===== src/rtl/multicycle_ctrl.sv =====
// Main control FSM of the multicycle MIPS core. Sequences one instruction at a
// time through FETCH/DECODE/execute/writeback and decodes every datapath
// select and enable from the current state. Memory states wait on MemReady
// and abort back to FETCH after TIMEOUT consecutive stalled cycles.
module multicycle_ctrl #(
  parameter int TIMEOUT = 16
) (
  input  logic       Clk,
  input  logic       Reset,
  input  logic [5:0] Opcode,
  input  logic       Zero,
  input  logic       MemReady,
  output logic       PCWrite,
  output logic       IorD,
  output logic       MemRead,
  output logic       MemWrite,
  output logic       IRWrite,
  output logic       RegDst,
  output logic       MemToReg,
  output logic       RegWrite,
  output logic       ALUSrcA,
  output logic [1:0] ALUSrcB,
  output logic [1:0] ALUOp,
  output logic [1:0] PCSource,
  output logic       Illegal,
  output logic       MemErr,
  output logic [3:0] State
);

  typedef enum logic [3:0] {
    S_FETCH  = 4'd0,
    S_DECODE = 4'd1,
    S_MEMADR = 4'd2,
    S_MEMRD  = 4'd3,
    S_MEMWB  = 4'd4,
    S_MEMWR  = 4'd5,
    S_EXEC   = 4'd6,
    S_ALUWB  = 4'd7,
    S_BRANCH = 4'd8,
    S_JUMP   = 4'd9,
    S_ADDIEX = 4'd10,
    S_ADDIWB = 4'd11
  } state_t;

  localparam logic [5:0] OP_RTYPE = 6'b000000;
  localparam logic [5:0] OP_LW    = 6'b100011;
  localparam logic [5:0] OP_SW    = 6'b101011;
  localparam logic [5:0] OP_BEQ   = 6'b000100;
  localparam logic [5:0] OP_J     = 6'b000010;
  localparam logic [5:0] OP_ADDI  = 6'b001000;

  // A zero-width counter is not legal, so TIMEOUT=0 keeps a 1-bit stub.
  localparam int CW = (TIMEOUT > 0) ? $clog2(TIMEOUT + 1) : 1;

  state_t          state_q, state_d;
  logic [CW-1:0]   wait_cnt_q, wait_cnt_d;
  logic            in_wait;
  logic            timeout;
  logic            op_legal;

  assign in_wait  = (state_q == S_FETCH) || (state_q == S_MEMRD) || (state_q == S_MEMWR);
  assign op_legal = (Opcode == OP_RTYPE) || (Opcode == OP_LW) || (Opcode == OP_SW) ||
                    (Opcode == OP_BEQ)   || (Opcode == OP_J)  || (Opcode == OP_ADDI);
  // A same-cycle MemReady always wins over the timeout.
  assign timeout  = (TIMEOUT > 0) && in_wait && !MemReady &&
                    (int'(wait_cnt_q) == TIMEOUT - 1);
  assign State    = state_q;

  // State and stall-counter registers with synchronous reset.
  always_ff @(posedge Clk) begin
    // NOTE: sequential state uses non-blocking assignments so every register
    // samples the pre-edge values regardless of statement order.
    if (Reset) begin
      state_q    <= S_FETCH;
      wait_cnt_q <= '0;
    end else begin
      state_q    <= state_d;
      wait_cnt_q <= wait_cnt_d;
    end
  end

  // Next-state selection.
  always_comb begin
    // NOTE: every combinational output gets a default first so no path can
    // leave it unassigned and infer a latch.
    state_d = S_FETCH;
    case (state_q)
      S_FETCH:  state_d = MemReady ? S_DECODE : (timeout ? S_FETCH : S_FETCH);
      S_DECODE: begin
        case (Opcode)
          OP_RTYPE:     state_d = S_EXEC;
          OP_LW, OP_SW: state_d = S_MEMADR;
          OP_BEQ:       state_d = S_BRANCH;
          OP_J:         state_d = S_JUMP;
          OP_ADDI:      state_d = S_ADDIEX;
          default:      state_d = S_FETCH;
        endcase
      end
      S_MEMADR: state_d = (Opcode == OP_SW) ? S_MEMWR : S_MEMRD;
      S_MEMRD:  state_d = MemReady ? S_MEMWB : (timeout ? S_FETCH : S_MEMRD);
      S_MEMWR:  state_d = MemReady ? S_FETCH : (timeout ? S_FETCH : S_MEMWR);
      S_EXEC:   state_d = S_ALUWB;
      S_ADDIEX: state_d = S_ADDIWB;
      default:  state_d = S_FETCH;
    endcase
  end

  // Stall counter: counts consecutive MemReady=0 cycles in a wait state,
  // saturating; any completion, timeout or non-wait state clears it.
  always_comb begin
    wait_cnt_d = '0;
    if (in_wait && !MemReady && !timeout) begin
      wait_cnt_d = (wait_cnt_q == {CW{1'b1}}) ? wait_cnt_q : wait_cnt_q + CW'(1);
    end
  end

  // Datapath control decode from the current state.
  always_comb begin
    PCWrite  = 1'b0;
    IorD     = 1'b0;
    MemRead  = 1'b0;
    MemWrite = 1'b0;
    IRWrite  = 1'b0;
    RegDst   = 1'b0;
    MemToReg = 1'b0;
    RegWrite = 1'b0;
    ALUSrcA  = 1'b0;
    ALUSrcB  = 2'b00;
    ALUOp    = 2'b00;
    PCSource = 2'd0;
    Illegal  = 1'b0;
    MemErr   = timeout;
    case (state_q)
      S_FETCH: begin
        MemRead = 1'b1;
        ALUSrcB = 2'b01;
        IRWrite = MemReady;
        PCWrite = MemReady;
      end
      S_DECODE: begin
        ALUSrcB = 2'b11;
        Illegal = !op_legal;
      end
      S_MEMADR, S_ADDIEX: begin
        ALUSrcA = 1'b1;
        ALUSrcB = 2'b10;
      end
      S_MEMRD: begin
        MemRead = 1'b1;
        IorD    = 1'b1;
      end
      S_MEMWB: begin
        RegWrite = 1'b1;
        MemToReg = 1'b1;
      end
      S_MEMWR: begin
        MemWrite = 1'b1;
        IorD     = 1'b1;
      end
      S_EXEC: begin
        ALUSrcA = 1'b1;
        ALUOp   = 2'b10;
      end
      S_ALUWB: begin
        RegWrite = 1'b1;
        RegDst   = 1'b1;
      end
      S_ADDIWB: RegWrite = 1'b1;
      S_BRANCH: begin
        ALUSrcA  = 1'b1;
        ALUOp    = 2'b01;
        PCSource = 2'd1;
        PCWrite  = Zero;
      end
      S_JUMP: begin
        PCSource = 2'd2;
        PCWrite  = 1'b1;
      end
      default: ;
    endcase
  end

endmodule


===== config.mk =====
export PLATFORM = sky130hd
export DESIGN_NAME = multicycle_ctrl
export DESIGN_NICKNAME = d
export VERILOG_FILES = /design/src/rtl/multicycle_ctrl.sv
export SDC_FILE = /design/constraint.sdc
export NUM_CORES = 1
export LEC_CHECK = 0
export BUFFER_PORTS_ARGS = -buffer_cell sky130_fd_sc_hd__buf_2
export CAP_MARGIN = 20
export CELL_PAD_IN_SITES_DETAIL_PLACEMENT = 1
export CELL_PAD_IN_SITES_GLOBAL_PLACEMENT = 1
export CORE_MARGIN = 2
export CORE_UTILIZATION = 35
export CTS_CLUSTER_DIAMETER = 80
export DETAILED_ROUTE_END_ITERATION = 8
export PLACE_DENSITY_LB_ADDON = 0.1
export SYNTH_ARGS = -nofsm -noshare
export SYNTH_HDL_FRONTEND = slang
export SYNTH_SLANG_ARGS = --single-unit

===== constraint.sdc =====
create_clock -name Clk -period 4.9 [get_ports Clk]
set_clock_uncertainty 0.1 [all_clocks]
set_input_delay 0.98 -clock Clk [delete_from_list [all_inputs] [get_ports Clk]]
set_output_delay 0.98 -clock Clk [all_outputs]
set_load 0.05 [all_outputs]

## Word level (Yosys, flattened, before mapping)

Index checks and enable logic that the tools add are counted.

| storage, ports and cells | value |
|---|---|
| bits of input ports | 10 |
| word-level logic and storage cells | 65 |
| flip-flop bits (word level) | 9 |
| output and inout port bits | 21 |

| cells by class | value |
|---|---|
| equal/unequal tests | 18 |
| $add $sub $neg | 1 |
| bitwise logic cells | 1 |
| multiplexer cells | 21 |
| reductions and logical operators | 22 |

Operators with widths:

| cell | number |
|---|---|
| 4-bit one-hot mux with 7 select lines | 1 |
| 4-bit one-hot mux with 5 select lines | 1 |
| 4-bit by 3-bit == test with 1-bit output, second input constant | 4 |
| 4-bit == test, second input constant | 4 |
| 6-bit == test, second input constant | 2 |
| 3-bit two-way mux | 4 |
| 5-bit == test, second input constant | 2 |
| 1-bit two-way mux | 10 |
| 2-bit OR reduction | 5 |
| 4-bit by 2-bit == test with 1-bit output, second input constant | 2 |
| 2-bit one-hot mux with 2 select lines | 2 |
| 1-bit logical OR | 7 |
| 6-bit by 2-bit == test with 1-bit output, second input constant | 1 |
| 6-bit by 3-bit == test with 1-bit output, second input constant | 1 |
| 6-bit by 4-bit == test with 1-bit output, second input constant | 1 |
| 6-bit zero test | 1 |
| 2-bit one-hot mux with 3 select lines | 1 |
| 5-bit by 1-bit adder with 5-bit output, second input constant | 1 |
| 4-bit by 1-bit == test with 1-bit output, second input constant | 1 |
| 4-bit zero test | 1 |
| 4-bit OR reduction | 1 |
| 1-bit logical AND | 3 |
| 1-bit zero test | 3 |
| 1-bit one-hot mux with 3 select lines | 1 |
| other kinds (3) | 3 |

## Logic depth before layout (Yosys ltp)

Gate-level depths: netlist (run 1).

| logic depth | value |
|---|---|
| word-level depth | 9 |
| gate-level depth with buffers | 7 |
| mapped depth without buffers | 7 |

## Worst setup path before layout (run 1)

OpenSTA, ideal clock, no wires.

| timing | value |
|---|---|
| kind | input to output |
| from | input MemReady |
| to | output PCWrite |
| buffers on the path | 0 |
| setup slack | 1.221 ns |
| stages on the path | 3 |
| arrival | 2.599 ns |
| data required time | 3.820 ns |
| cells stage by stage | nand2_1 -> nor3_1 -> a211o_1 |

| between the ends | value |
|---|---|
| word-level cells in the longest chain between the ends | 1 |

RTL lines:

| item | RTL line | RTL |
|---|---|---|
| from (decl) | 12 | `input logic MemReady,` |
| 1-bit one-hot mux with 3 select lines | 133 | `case (state_q)` |
| to (decl) | 13 | `output logic PCWrite,` |

No other way between the ends.

## Worst setup path after layout (run 1)

| timing | value |
|---|---|
| from | register state_q[0], in the netlist State[0] |
| to | output Illegal |

| between the ends | value |
|---|---|
| word-level cells in the longest chain between the ends | 2 |

RTL lines:

| item | RTL line | RTL |
|---|---|---|
| from (decl) | 55 | `state_t state_q, state_d;` |
| from (signal assigned) | 77 | `state_q <= state_d;` |
| 4-bit by 1-bit == test with 1-bit output | 133 |  |
| 1-bit two-way mux | 133 |  |
| to (decl) | 25 | `output logic Illegal,` |

No other way between the ends.

==> results of run 1 <==
## sequential cells by signal (all words and copies together), names as in the netlist
signal      cells
State           4
wait_cnt_q      5
## metrics by stage
step	std cells	hold WS (ps)
floorplan	106	371.6
global placement	157	385.9
detailed placement	157	410.1
CTS	161	424.3
global route	161	465.0
finish	161	423.6
## metal layers
layer | track usage [%] | share of wire [%]
met5 | 0 | 0
met4 | 2.703 | 0.59
met3 | 3.801 | 6.5
met2 | 28.35 | 45
met1 | 22.84 | 48
## critical path, delay by kind of cell (launching register included)
family | cells | cell delay, ps
buf+inv | 1 | 250
flops | 1 | 770
compound gates | 1 | 130
simple gates | 2 | 700
## worst paths after layout
check	start	endpoint	slack (ps)	cells past startpoint
min reg2reg	wait_cnt_q[3]$_SDFFE_PP0P_	wait_cnt_q[3]$_SDFFE_PP0P_	420	2
max	State[0]$_SDFF_PP0_	Illegal	1690	4
min	wait_cnt_q[3]$_SDFFE_PP0P_	wait_cnt_q[3]$_SDFFE_PP0P_	420	2
max reg2reg	State[0]$_SDFF_PP0_	State[0]$_SDFF_PP0_	2980	4
## power breakdown
group	internal, mW	switching (mW)
sequential	0.0746	0.00449
clock	0.0302	0.0299
combinational	0.0140	0.0299
## layout make-up
type / count / area [µm²] / area share [%]
Multi-Input combinational cell: 88 / 548.0 / 57.78
Clock buffer: 3 / 22.52 / 2.375
Sequential cell: 9 / 180.2 / 19.00
Inverter: 2 / 7.507 / 0.7916
Timing Repair Buffer: 30 / 150.1 / 15.83
Clock inverter: 1 / 5.005 / 0.5277
Tap cell: 28 / 35.03 / 3.694
## synth_stat cells, types with 2 or more instances
library cell	count	area share [%]
ha_1	3	4.8
nor2b_1	2	1.6
nand4b_1	3	3.4
a31oi_1	2	1.6
and3_1	5	4.0
inv_1	2	0.97
o21ai_0	4	2.6
nor3_1	8	5.2
xnor2_1	2	2.3
nand3b_1	2	1.9
buf_2	3	1.9
xor2_1	4	4.5
a21oi_1	7	4.5
nand3_1	5	3.2
nand2_1	4	1.9
clkbuf_1	2	0.97
nand2b_1	4	3.2
nor2_1	18	8.7
dfxtp_1	9	23
## cells by family after synthesis
| group | synth area share (%) |
|---|---|
| buffers and inverters | 6.281 |
| AOI/OAI and AO/OA | 19.32 |
| muxes | 1.288 |
| DFF | 23.19 |
| xor gates and xnor gates | 6.763 |
| and+or+nand+nor | 38.32 |
| adders and majority gates | 4.831 |
==> results.cfg, run 1 <==
[worst_hold_path]
hold_class = reg -> reg

[cts]
clk_pin_slew_worst_paths_ps = 70
postCtsResizedCells = 0
clock_sinks = 9
cts_setup_buffers = 0
cts.path.max_buffers = 2
cts-root-buf = clkbuf_4
clock_latency_ps = 280
cts_buffers = 3
cts_tree = yes
hold_buffers = 0
cts_htree_levels = 1

[logic_synthesis]
synth_edf_count = 0
synth_cells = 106
yosys_register_bits = 9
synth.net_count = 119
ys_types = 36
syn-cell-area_um2 = 777.0
synth_ff_type = dfxtp_1
avgSynthCellArea_um2 = 7.330
synthArstFlopShare_pct = 0
yosys_warnings = 0
ys_seq_area_share_pct = 23.19

[critical_path]
crit_path_max_incr_delay_ps = 770
cp-end-kind = output port
crit_slowest_cell = dfxtp_1
cp_max_fo = 21
start_kind = flop
crit_arrival_ps = 2130
path_cells = or4b_4 > a21oi_1 > and3_1 > buf_2
crit_type = reg -> out
worst_ep_required_time_ps = 3820

[cells_and_area]
fillCellCount = 300
final_common_cell = buf_2
final_core_util_pct = 44.15
layout.nets = 147
layout-drive-gt1-share_pct = 27.82
diodes = 0
synthToLayoutAreaGrowth_pct = 22.06
final_cell_mix = 30 x buf_2, 18 x nor2_1, 9 x dfxtp_1
final_cell_area_um2 = 948.4

[global_route]
grt_start_max_net_pins = 22
grt_usage_pct = 17.06
grt_pass1_vias = 781
grt_overflow = 0
grt_pass1_wl_um = 3470
antenna_found_initial = 0

[place]
place_ws_ps = 1898
dpl.hpwl_um = 1645
numPortBuffers = 30
gp_congestion = 0.7861
postPlaceCellArea_um2 = 920.9

[timing]
fin_ws_ps = 1688
worstMarginPinSlew_ps = 718.2
finalSetupTns_ps = 0
max-slew-margin-rel_pct = 52.05
fmax_mhz = 311.3
report.final.slew_viol_count = 0
rsz0062_at_grt = no
post-route-period-util_pct = 65.56
hold_viol = 0
min_period_ps = 3212
setup_viol = 0

[floorplan]
fp.dieW_um = 51.12
core-area_um2 = 2148
dieArea_um2 = 2613
start_util_pct = 36.17
die_h_um = 51.12
io_pins = 31
rows = 17

[status]
outcome = completed

[detailed_routing]
wl_per_cell_um = 13.64
vias = 882
drt_iter0_markers = 5
viasPerCell = 5.478
drc = 0
routed_wl_um = 2196
postRouteAntennaNets = 0
firstDrtPassIters = 4

[power]
p_leak_nw = 0.4409
peakVddDrop_uv = 111.8
p_per_area_nw_per_um2 = 193.2
total_power_mw = 0.1832

[run]
cap_violations = 0
No activity file was read; power rests on OpenSTA's default activity.
==> run 2, diff against run 1 <==
CORE_UTILIZATION = 29   (was 35)
clock period = 2.8 ns   (was 4.9 ns; I/O delays follow)
==> results.cfg, run 2 (same netlist as run 1, synthesis figures left out) <==
[status]
outcome = completed

[timing]
finalSetupTns_ps = 0
hold_viol = 0
report.final.slew_viol_count = 0
setup_viol = 0
max-slew-margin-rel_pct = 55.44
fmax_mhz = 393.5
worstMarginPinSlew_ps = 667.5
min_period_ps = 2541
rsz0062_at_grt = no
post-route-period-util_pct = 90.76

[cells_and_area]
layout.nets = 149
largest-register = wait_cnt_q
diodes = 0
largest_reg_flops = 5
final_cell_mix = 30 x buf_2, 18 x nor2_1, 9 x dfxtp_1
layout-drive-gt1-share_pct = 32.59
synthToLayoutAreaGrowth_pct = 27.54
final_cells = 165
final_common_cell = buf_2
fillCellCount = 329

[critical_path]
cp_max_fo = 20
rrSetupSlack_ps = 960
crit_arrival_ps = 1880
crit_slowest_cell = or4b_4
crit_type = reg -> out
start_kind = flop
cp-end-kind = output port
crit_path_max_incr_delay_ps = 580
worst_ep_required_time_ps = 2140
path_cells = or4b_4 > a21oi_1 > and3_1 > buf_2

[cts]
cts_setup_buffers = 0
clock_sinks = 9
cts_tree = yes
cts_buffers = 3
cts-root-buf = clkbuf_4
cts.path.max_buffers = 2
postCtsResizedCells = 0
clock_latency_ps = 260
clk_pin_slew_worst_paths_ps = 70
hold_buffers = 0
cts_htree_levels = 1

[global_route]
grt_start_max_net_pins = 21
antenna_found_initial = 0
grt_usage_pct = 14.09
grt_pass1_vias = 808
grt_overflow = 0
grt_pass1_wl_um = 3581

[place]
dpl.hpwl_um = 1760
gp_congestion = 0.7721
dpl.cell_count = 161
numPortBuffers = 30

[floorplan]
start_util_pct = 31.08
die_h_um = 55.76
rows = 18
dieArea_um2 = 3109
io_pins = 31
fp.dieW_um = 55.76
core-area_um2 = 2500

[detailed_routing]
wl_per_cell_um = 13.50
viasPerCell = 5.291
drc = 0
drt_iter0_markers = 15
vias = 873
postRouteAntennaNets = 0
routed_wl_um = 2227
firstDrtPassIters = 4

[power]
peakVddDrop_uv = 247.4
p_per_area_nw_per_um2 = 321.3
p_leak_nw = 0.4640

[run]
cap_violations = 0

[worst_hold_path]
hold_class = in -> reg
run 2: changes by cell type in the layout (fill, tap and decap cells not counted), sizes merged:
cell and change:
buf +2
run 2: power by group:
group | internal, mW | switching, mW
combinational | 0.0262 | 0.0585
clock | 0.0527 | 0.0477
sequential | 0.131 | 0.00276
total | 0.210 | 0.109
run 2: final timing paths:
path,startpoint,endpoint,cells after the start
worst max-delay path,State[2]$_SDFF_PP0_,Illegal,4
worst min-delay path,Reset,State[3]$_SDFF_PP0_,2
worst max register to register,wait_cnt_q[0]$_SDFFE_PP0P_,State[0]$_SDFF_PP0_,7
worst min register to register,wait_cnt_q[3]$_SDFFE_PP0P_,wait_cnt_q[3]$_SDFFE_PP0P_,2
run 2: area by class of cell:
type | count | area (µm²) | share of cell area [%]
clock inverter | 1 | 5.005 | 0.5051
multi-input combinational | 88 | 573.1 | 57.83
inverter | 2 | 7.507 | 0.7576
tap | 30 | 37.54 | 3.788
clock buffer | 3 | 22.52 | 2.273
sequential | 9 | 180.2 | 18.18
timing repair buffer | 32 | 165.2 | 16.67
run 2: stage by stage:
step | worst slack, ps | instance area (µm²) | hold WS (ps) | utilization (%) | total power, mW
2_1_floorplan | -29.78 | 802.0 | 371.6 | - | 0.1959
3_3_place_gp | 588.0 | 963.4 | 386.9 | 38.54 | 0.2195
3_5_place_dp | 539.9 | 963.4 | 410.4 | 38.54 | 0.2217
4_1_cts | 244.6 | 991.0 | 388.2 | 39.64 | 0.3241
5_1_grt | 99.27 | 991.0 | 393.0 | 39.64 | 0.3363
6_report | 258.6 | 991.0 | 394.0 | 39.64 | 0.3184
run 2: routing by layer:
metal	track usage, %	vias to the layer above	wire, µm
met5	0	-	0
met4	2.091	0	7
met3	3.721	2	155
met2	23.13	28	993
met1	18.85	402	1070
li1	-	441	-
run 2: critical path, delay by kind of cell (launching register included):
kind / cells / cell delay (ps)
AO/OA/AOI/OAI: 1 / 120
flip-flops: 1 / 520
buffers and inverters: 1 / 250
AND/OR/NAND/NOR: 2 / 720
==> run 3, diff against run 2 <==
ABC_AREA = 1   (was default)
ABC_CLOCK_PERIOD_IN_PS = 2800   (was default)
CORE_UTILIZATION = 28   (was 29)
==> results.cfg, run 3 <==
[status]
outcome = completed

[timing]
max-slew-margin-rel_pct = 79.28
hold_viol = 0
worstMarginPinSlew_ps = 307.6
fmax_mhz = 432.4
post-route-period-util_pct = 82.59
rsz0062_at_grt = no
fin_ws_ps = 487.6
report.final.slew_viol_count = 0
min_period_ps = 2312
setup_viol = 0
finalSetupTns_ps = 0

[cells_and_area]
largest_reg_flops = 5
final_common_cell = buf_2
layout.nets = 176
diodes = 0
synthToLayoutAreaGrowth_pct = 29.43
final_cell_area_um2 = 996.0
final_cell_mix = 30 x buf_2, 27 x inv_1, 24 x nand2_1
largest-register = wait_cnt_q
layout-drive-gt1-share_pct = 32.10

[place]
gp_congestion = 0.7569
dpl.hpwl_um = 1819
numPortBuffers = 30
postPlaceCellArea_um2 = 969.7
place_ws_ps = 633.4

[critical_path]
cp-end-kind = output port
crit_arrival_ps = 1650
crit_slowest_cell = dfxtp_1
start_kind = flop
worst_ep_required_time_ps = 2140
crit_path_max_incr_delay_ps = 360
timing.critical_path.mode_cell = nor2_4
crit_type = reg -> out
cp_max_fo = 4
path_cells = nor2_4 > inv_2 > nor2_4 > inv_1 > nor4_2 > buf_2

[floorplan]
dieArea_um2 = 3184
core-area_um2 = 2686
die_h_um = 56.43
io_pins = 31
rows = 19
fp.dieW_um = 56.43
start_util_pct = 28.64

[global_route]
grt_pass1_wl_um = 3491
antenna_found_initial = 0
grt_usage_pct = 13.39
grt_start_max_net_pins = 8
grt_pass1_vias = 843
grt_overflow = 0

[logic_synthesis]
synth.net_count = 142
yosys-top-cells-area = dfxtp_1 23%, inv_1 13%, nor2_1 13%, nand2_1 12%, nand3_1 5.2%
avgSynthCellArea_um2 = 5.965
synth_top_area_share_pct = 23.41
synth_area_leader_cell = dfxtp_1
ys_types = 25
synth_most_common_cell = inv_1
syn-cell-area_um2 = 769.5
synthArstFlopShare_pct = 0
synth_edf_count = 0
ys_seq_area_share_pct = 23.41
yosys_register_bits = 9
synth_ff_type = dfxtp_1
synthTopCellsByCount = 27 x inv_1, 26 x nor2_1, 24 x nand2_1
synth_cells = 129
yosys_warnings = 0

[power]
p_int_mw = 0.2086
p_switching_mw = 0.1081
p_per_area_nw_per_um2 = 318.0
p_leak_nw = 0.5899
comb_power_share_pct = 26.4
p_sw_share_pct = 34.14
power_frac_clock_pct = 31.5
peakVddDrop_uv = 299.8
p_seq_share_pct = 42.2

[detailed_routing]
postRouteAntennaNets = 0
routed_wl_um = 2040
wl_per_cell_um = 10.57
drt_iter0_markers = 11
firstDrtPassIters = 4
viasPerCell = 4.570
vias = 882
drc = 0

[cts]
clock_sinks = 9
cts_setup_buffers = 0
clock_latency_ps = 250
cts_htree_levels = 1
cts-root-buf = clkbuf_4
postCtsResizedCells = 0
cts_tree = yes
clk_pin_slew_worst_paths_ps = 60
cts_buffers = 3
cts.path.max_buffers = 2
hold_buffers = 0

[worst_hold_path]
hold_class = reg -> reg

[run]
cap_violations = 0
run 3: cell types whose count changed after synthesis, sizes merged, moves of 3 or more:
cell    delta
nand2     +22
a21oi      -4
nor3       -6
buf        -4
nand2b     -4
nand4b     -3
and3       -3
inv       +28
nand3      +5
nor2      +11
run 3: final cells by class:
class	instances	area, µm²
fillers	384	1690
multi-input cells	89	488.0
clock buffers	4	26.28
repair buffers	30	150.1
well taps	31	38.79
flip-flops and latches	9	180.2
inverters	30	112.6
run 3: worst max-delay path: cells and delay by family, from the launching register on:
family / cells / cell delay [ps]
flops: 1 / 360
buf+inv: 3 / 470
simple gates: 3 / 560
run 3: per-layer routing:
metal	GRT usage, %	routed length, µm	vias up
met2	23.42	1038	20
met5	0	0	-
li1	-	-	459
met1	16.85	918	403
met4	2.041	0	0
met3	3.226	83	0
run 3: kinds of logic (layout without fill, tap and decap cells):
family / count (synthesis) / after routing / share of synthesized area, %
AO/OA/AOI/OAI: 10 / 10 / 7.643
AND/OR/NAND/NOR: 73 / 73 / 45.04
XOR/XNOR: 3 / 3 / 3.415
buffers and inverters: 31 / 64 / 15.61
flip-flops: 9 / 9 / 23.41
adder cells (fa/ha/maj): 3 / 3 / 4.879
run 3: final timing paths:
path                                end  slack (ps)  cells past startpoint                        from
max                             Illegal         490                      6         State[3]$_SDFF_PP0_
min          wait_cnt_q[1]$_SDFFE_PP0P_         410                      2  wait_cnt_q[1]$_SDFFE_PP0P_
max reg2reg  wait_cnt_q[3]$_SDFFE_PP0P_        1080                      7  wait_cnt_q[0]$_SDFFE_PP0P_
min reg2reg  wait_cnt_q[1]$_SDFFE_PP0P_         410                      2  wait_cnt_q[1]$_SDFFE_PP0P_
run 3: through the flow:
| stage | power [mW] | utilization, % | hold WS [ps] | instances |
|---|---|---|---|---|
| 5_1_grt | 0.3384 | 37.08 | 405.5 | 193 |
| 2_1_floorplan | 0.1967 | - | 373.6 | 129 |
| 6_report | 0.3167 | 37.08 | 408.6 | 193 |
| 3_3_place_gp | 0.2190 | 36.10 | 392.2 | 189 |
| 3_5_place_dp | 0.2208 | 36.10 | 400.6 | 189 |
| 4_1_cts | 0.3222 | 37.08 | 398.3 | 193 |
run 3: power groups by stage:
stage / clock network [mW] / logic (mW) / registers (mW)
after global placement: 0 / 0.0827 / 0.136
after CTS: 0.104 / 0.0845 / 0.134
final: 0.0997 / 0.0835 / 0.134
after global routing: 0.114 / 0.0903 / 0.134
after detailed placement: 0 / 0.0842 / 0.137
after floorplan: 0 / 0.0562 / 0.141
